File: src/rtl/fetch_rr_arbiter.sv
// Round-robin arbiter sharing one in-order req/gnt/rvalid fetch port among N_PORTS requesters.
// A waiting request is locked until granted; an ID FIFO steers each response back to its issuer.
module fetch_rr_arbiter #(
  parameter int N_PORTS          = 4,
  parameter int FETCH_ADDR_WIDTH = 32,
  parameter int FETCH_DATA_WIDTH = 32,
  parameter int MAX_OUTSTANDING  = 2
) (
  input  logic                                  clk,
  input  logic                                  rst_n,
  input  logic [N_PORTS-1:0]                    req_i,
  input  logic [N_PORTS*FETCH_ADDR_WIDTH-1:0]   addr_i,
  output logic [N_PORTS-1:0]                    gnt_o,
  output logic [N_PORTS-1:0]                    rvalid_o,
  output logic [FETCH_DATA_WIDTH-1:0]           rdata_o,
  output logic                                  fetch_req_o,
  output logic [FETCH_ADDR_WIDTH-1:0]           fetch_addr_o,
  input  logic                                  fetch_gnt_i,
  input  logic                                  fetch_rvalid_i,
  input  logic [FETCH_DATA_WIDTH-1:0]           fetch_rdata_i,
  output logic                                  err_o
);

  localparam int IDX_W = (N_PORTS > 1) ? $clog2(N_PORTS) : 1;
  localparam int PTR_W = (MAX_OUTSTANDING > 1) ? $clog2(MAX_OUTSTANDING) : 1;
  localparam int CNT_W = $clog2(MAX_OUTSTANDING + 1);

  localparam logic [0:0] ARB    = 1'b0;
  localparam logic [0:0] LOCKED = 1'b1;

  localparam logic [CNT_W-1:0] MAX_CNT  = CNT_W'(MAX_OUTSTANDING);
  localparam logic [PTR_W-1:0] LAST_PTR = PTR_W'(MAX_OUTSTANDING - 1);
  localparam logic [IDX_W-1:0] LAST_IDX = IDX_W'(N_PORTS - 1);

  logic [0:0]       state_q, state_d;
  logic [IDX_W-1:0] rrPtr_q, rrPtr_d;
  logic [IDX_W-1:0] lockIdx_q, lockIdx_d;
  logic [IDX_W-1:0] idFifo_q [MAX_OUTSTANDING];
  logic [PTR_W-1:0] wrPtr_q, rdPtr_q;
  logic [CNT_W-1:0] outCnt_q, outCnt_d;
  logic             err_q;

  logic [IDX_W-1:0] arbSel;
  logic [IDX_W-1:0] sel;
  logic             handshake;
  logic             pop;

  function automatic logic [IDX_W-1:0] wrapIdx(input logic [IDX_W-1:0] base, input int offset);
    int sum;
    sum = int'(base) + offset;
    if (sum >= N_PORTS) sum = sum - N_PORTS;
    return IDX_W'(sum);
  endfunction

  function automatic logic [PTR_W-1:0] nextPtr(input logic [PTR_W-1:0] ptr);
    return (ptr == LAST_PTR) ? '0 : ptr + 1'b1;
  endfunction

  // Scan downward so the last hit is the first requester at or after rrPtr_q.
  always_comb begin
    arbSel = rrPtr_q;
    for (int i = N_PORTS - 1; i >= 0; i--) begin
      if (req_i[wrapIdx(rrPtr_q, i)]) arbSel = wrapIdx(rrPtr_q, i);
    end
  end

  assign sel         = (state_q == LOCKED) ? lockIdx_q : arbSel;
  assign fetch_req_o = ((state_q == ARB) ? |req_i : 1'b1) & (outCnt_q < MAX_CNT);
  assign handshake   = fetch_req_o & fetch_gnt_i;
  assign pop         = fetch_rvalid_i & (outCnt_q != '0);

  assign fetch_addr_o = fetch_req_o ? addr_i[int'(sel)*FETCH_ADDR_WIDTH +: FETCH_ADDR_WIDTH] : '0;
  assign rdata_o      = pop ? fetch_rdata_i : '0;
  assign err_o        = err_q;

  always_comb begin
    gnt_o    = '0;
    rvalid_o = '0;
    if (handshake) gnt_o[sel] = 1'b1;
    if (pop) rvalid_o[idFifo_q[rdPtr_q]] = 1'b1;
  end

  always_comb begin
    state_d   = state_q;
    lockIdx_d = lockIdx_q;
    rrPtr_d   = rrPtr_q;
    if (handshake) begin
      state_d = ARB;
      rrPtr_d = (sel == LAST_IDX) ? '0 : sel + 1'b1;
    end else if ((state_q == ARB) && fetch_req_o) begin
      state_d   = LOCKED;
      lockIdx_d = sel;
    end
  end

  always_comb begin
    outCnt_d = outCnt_q;
    if (handshake && !pop) outCnt_d = outCnt_q + 1'b1;
    else if (!handshake && pop) outCnt_d = outCnt_q - 1'b1;
  end

  always_ff @(posedge clk or negedge rst_n) begin
    if (!rst_n) begin
      state_q   <= ARB;
      rrPtr_q   <= '0;
      lockIdx_q <= '0;
      wrPtr_q   <= '0;
      rdPtr_q   <= '0;
      outCnt_q  <= '0;
      err_q     <= 1'b0;
      for (int i = 0; i < MAX_OUTSTANDING; i++) idFifo_q[i] <= '0;
    end else begin
      state_q   <= state_d;
      rrPtr_q   <= rrPtr_d;
      lockIdx_q <= lockIdx_d;
      outCnt_q  <= outCnt_d;
      if (handshake) begin
        idFifo_q[wrPtr_q] <= sel;
        wrPtr_q           <= nextPtr(wrPtr_q);
      end
      if (pop) rdPtr_q <= nextPtr(rdPtr_q);
      // A response with nothing outstanding has no owner and is flagged until reset.
      if (fetch_rvalid_i && (outCnt_q == '0)) err_q <= 1'b1;
    end
  end

endmodule

File: config.mk
export PLATFORM = sky130hd
export DESIGN_NAME = fetch_rr_arbiter
export DESIGN_NICKNAME = d
export VERILOG_FILES = /design/src/rtl/fetch_rr_arbiter.sv
export SDC_FILE = /design/constraint.sdc
export NUM_CORES = 1
export LEC_CHECK = 0
export BUFFER_PORTS_ARGS = -buffer_cell sky130_fd_sc_hd__buf_2
export CAP_MARGIN = 20
export CORE_AREA = 2 2 93 95
export CTS_CLUSTER_DIAMETER = 60
export DETAILED_ROUTE_END_ITERATION = 8
export DIE_AREA = 0 0 95 97
export PLACE_DENSITY = 0.66
export REMOVE_ABC_BUFFERS = 1
export SYNTH_ARGS = -nofsm -noshare
export SYNTH_HDL_FRONTEND = slang
export SYNTH_SLANG_ARGS = --single-unit
export TNS_END_PERCENT = 30
File: constraint.sdc
create_clock -name clk -period 6.3 [get_ports clk]
set_input_delay 1.575 -clock clk [delete_from_list [all_inputs] [get_ports clk]]
set_output_delay 1.575 -clock clk [all_outputs]
set_load 0.05 [all_outputs]
==> run summary, run 1 <==
=====================================================================================
Clock tree from TritonCTS                                                       built
Status                                                                   complete, no violations
# nets final                                                                      635
Final number of hold-violating endpoints                                            0
Fmax achieved                                                                 187 MHz
Dominant delay contributor by cell family on the critical path           compound AO/OA/AOI/OAI gates
Number of max-slew violations in the final report                                   0
Critical path's slowest cell                                             sky130_fd_sc_hd__or2_2
Maximum fanout along the worst path                                                32
Hold Slack                                                                   0.461 ns
Mean Syn Cell Area                                                          9.54 um^2
Detailed placer's ending HPWL                                                 6790 um
Worst setup path class                                                      in -> out
Worst vdd ir                                                                 0.378 mV
Via count of the first global-routing pass                                      2,600
Antenna diodes                                                                      0
Share of final-layout standard cells stronger than drive strength 1             61.6%
Buffers on Ports                                                                  241
Number of antenna violations at the first check in global routing                   0
Relative slew slack                                                             38.9%
Min Clock Period, post-route                                                  5.34 ns
Worst Setup End Kind                                                      output port
Unique masters post-synth                                                          38
Num rows                                                                           33
Core Region                                                              0.00813 mm^2
Sequential element share of the synthesized area                                15.6%
Cts bufs inserted                                                                   3
Pwr Density                                                               618 mW/mm^2
Number of standard cells after synthesis                                          236
Placer Congestion                                                               0.850
RSZ-0062 raised after global routing                                            false
Min-delay src                                                                   err_o
CTS sink cnt                                                                       14
Startpoint Class                                                            input pin
Path type of the worst min-delay path                                      reg -> reg
CTS H-Tree Depth                                                                    1
Top Ports                                                                         242
Most common cell type on the critical path                               sky130_fd_sc_hd__buf_2
Average routed wire per standard cell                                         14.2 um
Via density                                                                      4.73
First-pass iteration count of the detailed router                                   5
Netlist area before placement                                            0.00225 mm^2
Startpoint of the worst register-to-register path                          rrPtr_q[1]
Crit-path cells                                                          buf_2 -> nand2b_1 -> a211o_1 -> a41oi_4 -> or2_2 -> o22ai_1 -> buf_2
Count of hold buffers inserted by post-cts repair                                   0
Number of post-CTS setup repair buffers                                             0
FILL cells                                                                        835
Data required time of the critical path                                       4.72 ns
# setup viols final                                                                 0
Clock-pin slew of the registers on the worst-case setup and hold paths        0.07 ns
Starting DRT DRC Count                                                             72
Die width                                                                       95 um
GRT Util Overall                                                                16.4%
Overflow left after global routing                                                  0
Library cell used as clock root buffer                                   sky130_fd_sc_hd__clkbuf_8
Worst EP arrival                                                              3.77 ns
Buffer and inverter count on the worst path                                         2
DRT Wirelength                                                                8080 um
Synth warn                                                                          0
Instance area at placement                                               0.00345 mm^2
Leak                                                                       0.00192 uW
Pin count of the biggest net entering global routing                               72
Die Ht                                                                          97 um
Initial core utilization                                                        27.7%
Overall die area                                                         0.00922 mm^2
Critical path startpoint                                                     req_i[2]
First-pass GRT wire length                                                  12,200 um
Number of synthesized register bits                                                14
Skew-Pair Late Insertion Delay                                                0.25 ns
Total number of vias                                                            2,689
Peak per-stage delay on the critical path                                     0.78 ns
Clk buf depth                                                                       2
Max-cap check violation count                                                       0
DRC violation count after routing                                                   0
Post-cts repair resize count                                                        0
Tcrit/Tclk final                                                                84.8%
Worst Skew                                                                 0.00664 ns
Final design area excluding fillers                                      0.00350 mm^2
Slew at the pin closest to its max-slew limit                                0.917 ns
Area Overhead vs Synth                                                          55.6%
Remaining antenna violation count after routing                                     0
=====================================================================================
[flip-flops by register name, indices dropped and copies added (netlist names)]
| name | cells |
|---|---|
| outCnt_q | 2 |
| lockIdx_q | 2 |
| err_o | 1 |
| rdPtr_q | 1 |
| state_q | 1 |
| idFifo_q | 4 |
| wrPtr_q | 1 |
| rrPtr_q | 2 |
[where the power goes]
part	switching, uW	internal (uW)
Clock	34.8	55.4
Combinational	1290	593
Sequential	55.9	134
Total	1380	782
[synth_stat cells (all sizes together)]
| library cell | instances | area (um^2) |
|---|---|---|
| nand3b | 1 | 7.51 |
| xnor2 | 3 | 26.3 |
| a21o | 2 | 15.0 |
| buf | 15 | 164 |
| xor2 | 2 | 17.5 |
| o22ai | 33 | 394 |
| nand2b | 2 | 12.5 |
| nor2 | 12 | 45.0 |
| nand2 | 6 | 30.0 |
| mux2 | 5 | 56.3 |
| or2 | 2 | 12.5 |
| nor3 | 5 | 25.0 |
| a21oi | 4 | 20.0 |
| o32a | 1 | 10.0 |
| nor3b | 2 | 15.0 |
| mux2i | 64 | 641 |
| dfrtp | 14 | 350 |
| nor2b | 3 | 18.8 |
| o21a | 2 | 15.0 |
| a211o | 1 | 8.76 |
| inv | 8 | 30.0 |
| and2 | 32 | 200 |
| o31ai | 1 | 7.51 |
| and3 | 1 | 6.26 |
| a32oi | 1 | 8.76 |
| o41ai | 1 | 16.3 |
| ha | 2 | 25.0 |
| nand3 | 2 | 10.0 |
| nand4 | 1 | 6.26 |
| clkbuf | 4 | 15.0 |
| o21ai | 3 | 15.0 |
| a41oi | 1 | 27.5 |
[placed cells by master (no fill, tap or decap)]
master,count
sky130_fd_sc_hd__buf_2,241
sky130_fd_sc_hd__mux2i_1,64
sky130_fd_sc_hd__and2_1,32
sky130_fd_sc_hd__o22ai_2,30
sky130_fd_sc_hd__dfrtp_1,14
sky130_fd_sc_hd__nor2_1,12
sky130_fd_sc_hd__inv_1,8
sky130_fd_sc_hd__nand2_1,5
sky130_fd_sc_hd__nor3_1,5
sky130_fd_sc_hd__mux2_2,5
sky130_fd_sc_hd__a21oi_1,4
sky130_fd_sc_hd__clkbuf_8,4
sky130_fd_sc_hd__nor2b_1,3
sky130_fd_sc_hd__o22ai_1,3
sky130_fd_sc_hd__xnor2_1,3
sky130_fd_sc_hd__nand2b_1,2
sky130_fd_sc_hd__o21a_1,2
sky130_fd_sc_hd__a21o_1,2
sky130_fd_sc_hd__nor3b_1,2
sky130_fd_sc_hd__nand3_1,2
sky130_fd_sc_hd__o21ai_0,2
sky130_fd_sc_hd__xor2_1,2
sky130_fd_sc_hd__ha_1,2
sky130_fd_sc_hd__or2_1,1
sky130_fd_sc_hd__o41ai_4,1
sky130_fd_sc_hd__o31ai_1,1
sky130_fd_sc_hd__a211o_1,1
sky130_fd_sc_hd__o21ai_1,1
sky130_fd_sc_hd__a41oi_4,1
sky130_fd_sc_hd__a32oi_1,1
sky130_fd_sc_hd__o32a_1,1
sky130_fd_sc_hd__nand2_4,1
sky130_fd_sc_hd__or2_2,1
sky130_fd_sc_hd__nand3b_1,1
sky130_fd_sc_hd__and3_1,1
sky130_fd_sc_hd__nand4_1,1
sky130_fd_sc_hd__buf_12,1
sky130_fd_sc_hd__buf_4,1
[kinds of logic after synthesis]
group	after synthesis	share of synthesized area, %
xor+xnor	5	1.94
mux	69	30.9
simple gates	69	17.3
compound gates	50	23.9
fa+ha+maj	2	1.11
buf+inv	27	9.28
flops	14	15.6
[final timing paths]
path,end,slack [ns],cells past startpoint
worst min-delay path,err_o,0.46,1
worst max-delay path,fetch_addr_o[30],0.96,7
worst min register to register,err_o,0.46,1
max in group asynchronous,idFifo_q[3],4.83,1
min in group asynchronous,rrPtr_q[0],1.21,1
worst max register to register,rrPtr_q[1],4.09,6
[per-stage QoR]
| stage | setup TNS (ns) | setup WS (ns) | power, uW | instances | util (%) |
|---|---|---|---|---|---|
| floorplan | -138.68 | -4.21 | 1790 | 217 | - |
| global placement | 0 | 1.03 | 2060 | 565 | 42.4 |
| detailed placement | 0 | 0.974 | 2090 | 565 | 42.4 |
| CTS | 0 | 0.971 | 2190 | 569 | 43.1 |
| global route | 0 | 0.838 | 2290 | 569 | 43.1 |
| finish | 0 | 0.956 | 2160 | 569 | 43.1 |
[area by class of cell]
| class | instances | area, um^2 | share of cell area [%] |
|---|---|---|---|
| Sequential cell | 14 | 350 | 10.0 |
| Multi-Input combinational cell | 195 | 1700 | 48.6 |
| Clock buffer | 4 | 55.1 | 1.57 |
| Tap cell | 105 | 131 | 3.75 |
| Inverter | 8 | 30.0 | 0.857 |
| Timing Repair Buffer | 243 | 1230 | 35.2 |
[worst register-to-register path, delay by kind of cell (launching register included)]
family                     cells  cell delay [ns]
DFF                            1             0.44
adders and majority gates      1             0.34
and+or+nand+nor                1             0.13
buffers and inverters          1             0.40
AOI/OAI and AO/OA              2             0.54
muxes                          1             0.26
[per-layer routing]
| layer | track usage [%] | vias up | routed length (um) |
|---|---|---|---|
| met5 | 0 | - | 0 |
| met4 | 2.68 | 0 | 54 |
| met3 | 3.82 | 4 | 884 |
| met2 | 32.4 | 167 | 4310 |
| met1 | 17.2 | 1192 | 2840 |
| li1 | - | 1326 | - |
Note: power is estimated with default switching activity, not from simulation.
==> run 2, diff against run 1 <==
--- a/config.mk
+++ b/config.mk
@@ -5,13 +5,14 @@
 export SDC_FILE = /design/constraint.sdc
 export NUM_CORES = 1
 export LEC_CHECK = 0
+export ABC_AREA = 1
 export BUFFER_PORTS_ARGS = -buffer_cell sky130_fd_sc_hd__buf_2
 export CAP_MARGIN = 20
-export CORE_AREA = 2 2 93 95
+export CORE_MARGIN = 2
+export CORE_UTILIZATION = 30
 export CTS_CLUSTER_DIAMETER = 60
 export DETAILED_ROUTE_END_ITERATION = 8
-export DIE_AREA = 0 0 95 97
-export PLACE_DENSITY = 0.66
+export PLACE_DENSITY = 0.67
 export REMOVE_ABC_BUFFERS = 1
 export SYNTH_ARGS = -nofsm -noshare
 export SYNTH_HDL_FRONTEND = slang
==> constraint.sdc (replaced) <==
create_clock -name clk -period 4.89 [get_ports clk]
set_input_delay 1.2225 -clock clk [delete_from_list [all_inputs] [get_ports clk]]
set_output_delay 1.2225 -clock clk [all_outputs]
set_load 0.05 [all_outputs]
==> run summary, run 2 <==
=====================================================================================
Library cell used as clock root buffer                                   sky130_fd_sc_hd__clkbuf_8
Top Ports                                                                         242
Critical path endpoint                                                   fetch_addr_o[8]
Placer Congestion                                                               0.852
Dominant delay contributor by cell family on the critical path           buffers and inverters
Leading cell type in the layout, fill and taps excluded                  sky130_fd_sc_hd__buf_2
Data required time of the critical path                                       3.67 ns
Path type of the worst min-delay path                                      reg -> reg
Commonest cells after routing, fill and taps aside                       sky130_fd_sc_hd__buf_2, sky130_fd_sc_hd__inv_1, sky130_fd_sc_hd__nand3_1
Path length in cells of the critical path                                          14
Die Ht                                                                         103 um
RSZ-0062 raised after global routing                                            false
Pin count of the biggest net entering global routing                               65
Critical path startpoint                                                     req_i[3]
Starting DRT DRC Count                                                            162
Number of standard cells after synthesis                                          588
Setup Slack @ Placement                                                      0.462 ns
# nets final                                                                      978
Synth warn                                                                          0
Final design area excluding fillers                                      0.00426 mm^2
Net switching power of the design                                             2420 uW
Dominant synthesized flop cell                                           sky130_fd_sc_hd__dfrtp_1
First-pass GRT wire length                                                  16,700 um
Overflow left after global routing                                                  0
Fmax achieved                                                                 226 MHz
Count of hold buffers inserted by post-cts repair                                   0
Yosys top cell by area                                                   sky130_fd_sc_hd__nand3_1
Clock share of power                                                             2.6%
Share of final-layout standard cells stronger than drive strength 1             33.3%
Crit-path cells                                                          buf_2 -> inv_1 -> o21ai_0 -> nand2_1 -> nand2_1 -> nand2_1 -> nand2_2 -> nand3_1 -> nand3_2 -> buf_4 -> nand3_1 -> nand3_1 -> a21oi_1 -> buf_2
Cell total after placement                                                        936
Unique masters post-synth                                                          25
Largest cells by area after synthesis                                    sky130_fd_sc_hd__nand3_1, sky130_fd_sc_hd__inv_1, sky130_fd_sc_hd__dfrtp_1
# setup viols final                                                                 0
Number of post-CTS setup repair buffers                                             0
Worst Skew                                                                0.000634 ns
Leak                                                                       0.00298 uW
Status                                                                   complete, no violations
Number of flip-flops under the largest register name                                4
Via count of the first global-routing pass                                      3,724
Number of max-slew violations in the final report                                   0
Final number of hold-violating endpoints                                            0
DRT Wirelength                                                              11,100 um
Post-layout instance count excluding filler cells                                 939
Instance area at placement                                               0.00422 mm^2
Accumulated negative setup slack                                                 0 ns
R2R Setup Slk                                                                 2.55 ns
Num rows                                                                           36
Worst Setup End Kind                                                      output port
Average routed wire per standard cell                                         11.8 um
Worst setup path class                                                      in -> out
Overall die area                                                          0.0106 mm^2
Core Region                                                              0.00964 mm^2
Min Clock Period, post-route                                                  4.42 ns
Total number of vias                                                            4,343
CTS H-Tree Depth                                                                    1
Sequential Power Share                                                           6.4%
CTS sink cnt                                                                       14
Sequential element share of the synthesized area                                11.9%
Max-cap check violation count                                                       0
Capture instance of the worst register-to-register path                    rrPtr_q[1]
Slew at the pin closest to its max-slew limit                                0.677 ns
GRT Util Overall                                                                19.4%
Buffers on Ports                                                                  241
Min-delay src                                                                   err_o
Pwr Density                                                               812 mW/mm^2
Post-cts repair resize count                                                        0
Worst vdd ir                                                                 0.646 mV
Clk buf depth                                                                       2
Skew-Pair Late Insertion Delay                                                0.24 ns
Remaining antenna violation count after routing                                     0
First-pass iteration count of the detailed router                                   5
Number of synthesized register bits                                                14
Via density                                                                      4.63
Worst EP arrival                                                              3.20 ns
Netlist area before placement                                            0.00294 mm^2
Top register by number of flip-flops                                         idFifo_q
Detailed placer's ending HPWL                                                 8580 um
Final Worst Setup Slack                                                      0.465 ns
Number of flops mapped to enable cells by yosys                                     0
Commonest cells post-synth                                               sky130_fd_sc_hd__inv_1, sky130_fd_sc_hd__nand3_1, sky130_fd_sc_hd__nand2_1
Antenna diodes                                                                      0
Startpoint of the worst register-to-register path                          rrPtr_q[0]
Hold Slack                                                                   0.475 ns
FFs w/ async S/R, synth                                                          100%
Buffer and inverter count on the worst path                                         4
Number of cells on the worst hold path                                              1
Most common cell in the netlist                                          sky130_fd_sc_hd__inv_1
Top-area cell type share of the netlist area                                    28.8%
DRC violation count after routing                                                   0
Relative slew slack                                                             54.9%
Maximum fanout along the worst path                                                64
Clock tree from TritonCTS                                                       built
Clock-pin slew of the registers on the worst-case setup and hold paths        0.05 ns
Initial core utilization                                                        30.5%
Critical path's slowest cell                                             sky130_fd_sc_hd__buf_4
Number of antenna violations at the first check in global routing                   0
Switching power as a share of total power                                       69.9%
Startpoint Class                                                            input pin
Combinational share of power                                                    90.9%
Tcrit/Tclk final                                                                90.5%
Cell-internal power                                                           1040 uW
Area Overhead vs Synth                                                          45.0%
Peak per-stage delay on the critical path                                     0.50 ns
Die width                                                                      103 um
Mean Syn Cell Area                                                          5.00 um^2
FF-to-FF path depth                                                                14
Cts bufs inserted                                                                   3
=====================================================================================
[run 2: how the worst min path moves through the flow]
stage / slack (ns) / end
4_1_cts: 0.48 / err_o
3_5_place_dp: 0.47 / err_o
5_1_grt: 0.50 / idFifo_q[2]
2_1_floorplan: 0.45 / idFifo_q[3]
3_3_place_gp: 0.46 / idFifo_q[3]
6_report: 0.47 / err_o
[run 2: power groups by stage]
stage / clock [uW] / combinational (uW) / sequential, uW
after floorplan: 0 / 2310 / 208
after global placement: 0 / 3160 / 224
final: 90.4 / 3150 / 223
after CTS: 93.9 / 3170 / 224
after detailed placement: 0 / 3170 / 225
after global routing: 99.1 / 3440 / 232
[run 2: final cells by class]
type,count,area (um^2)
sequential,14,350
multi-input combinational,353,1690
timing repair buffer,252,1320
inverter,184,693
clock buffer,3,41.3
fill,1090,5380
tap,133,166
[run 2: cells by family after synthesis]
logic type,synth area share [%]
AO/OA/AOI/OAI,9.49
XOR/XNOR,0.894
adder cells (fa/ha/maj),0.851
buffers and inverters,30.9
flip-flops,11.9
AND/OR/NAND/NOR,46.0
[run 2: metal layers]
metal,vias to the layer above,wire (um),track usage [%]
li1,2214,-,-
met1,1863,4280,23.0
met2,258,5590,37.0
met3,8,1080,2.71
met4,0,114,3.54
met5,-,0,0
[run 2: per-stage QoR]
step / util [%] / power (uW)
global placement: 43.6 / 3380
global route: 44.2 / 3770
finish: 44.2 / 3460
CTS: 44.2 / 3490
detailed placement: 43.8 / 3390
floorplan: - / 2520
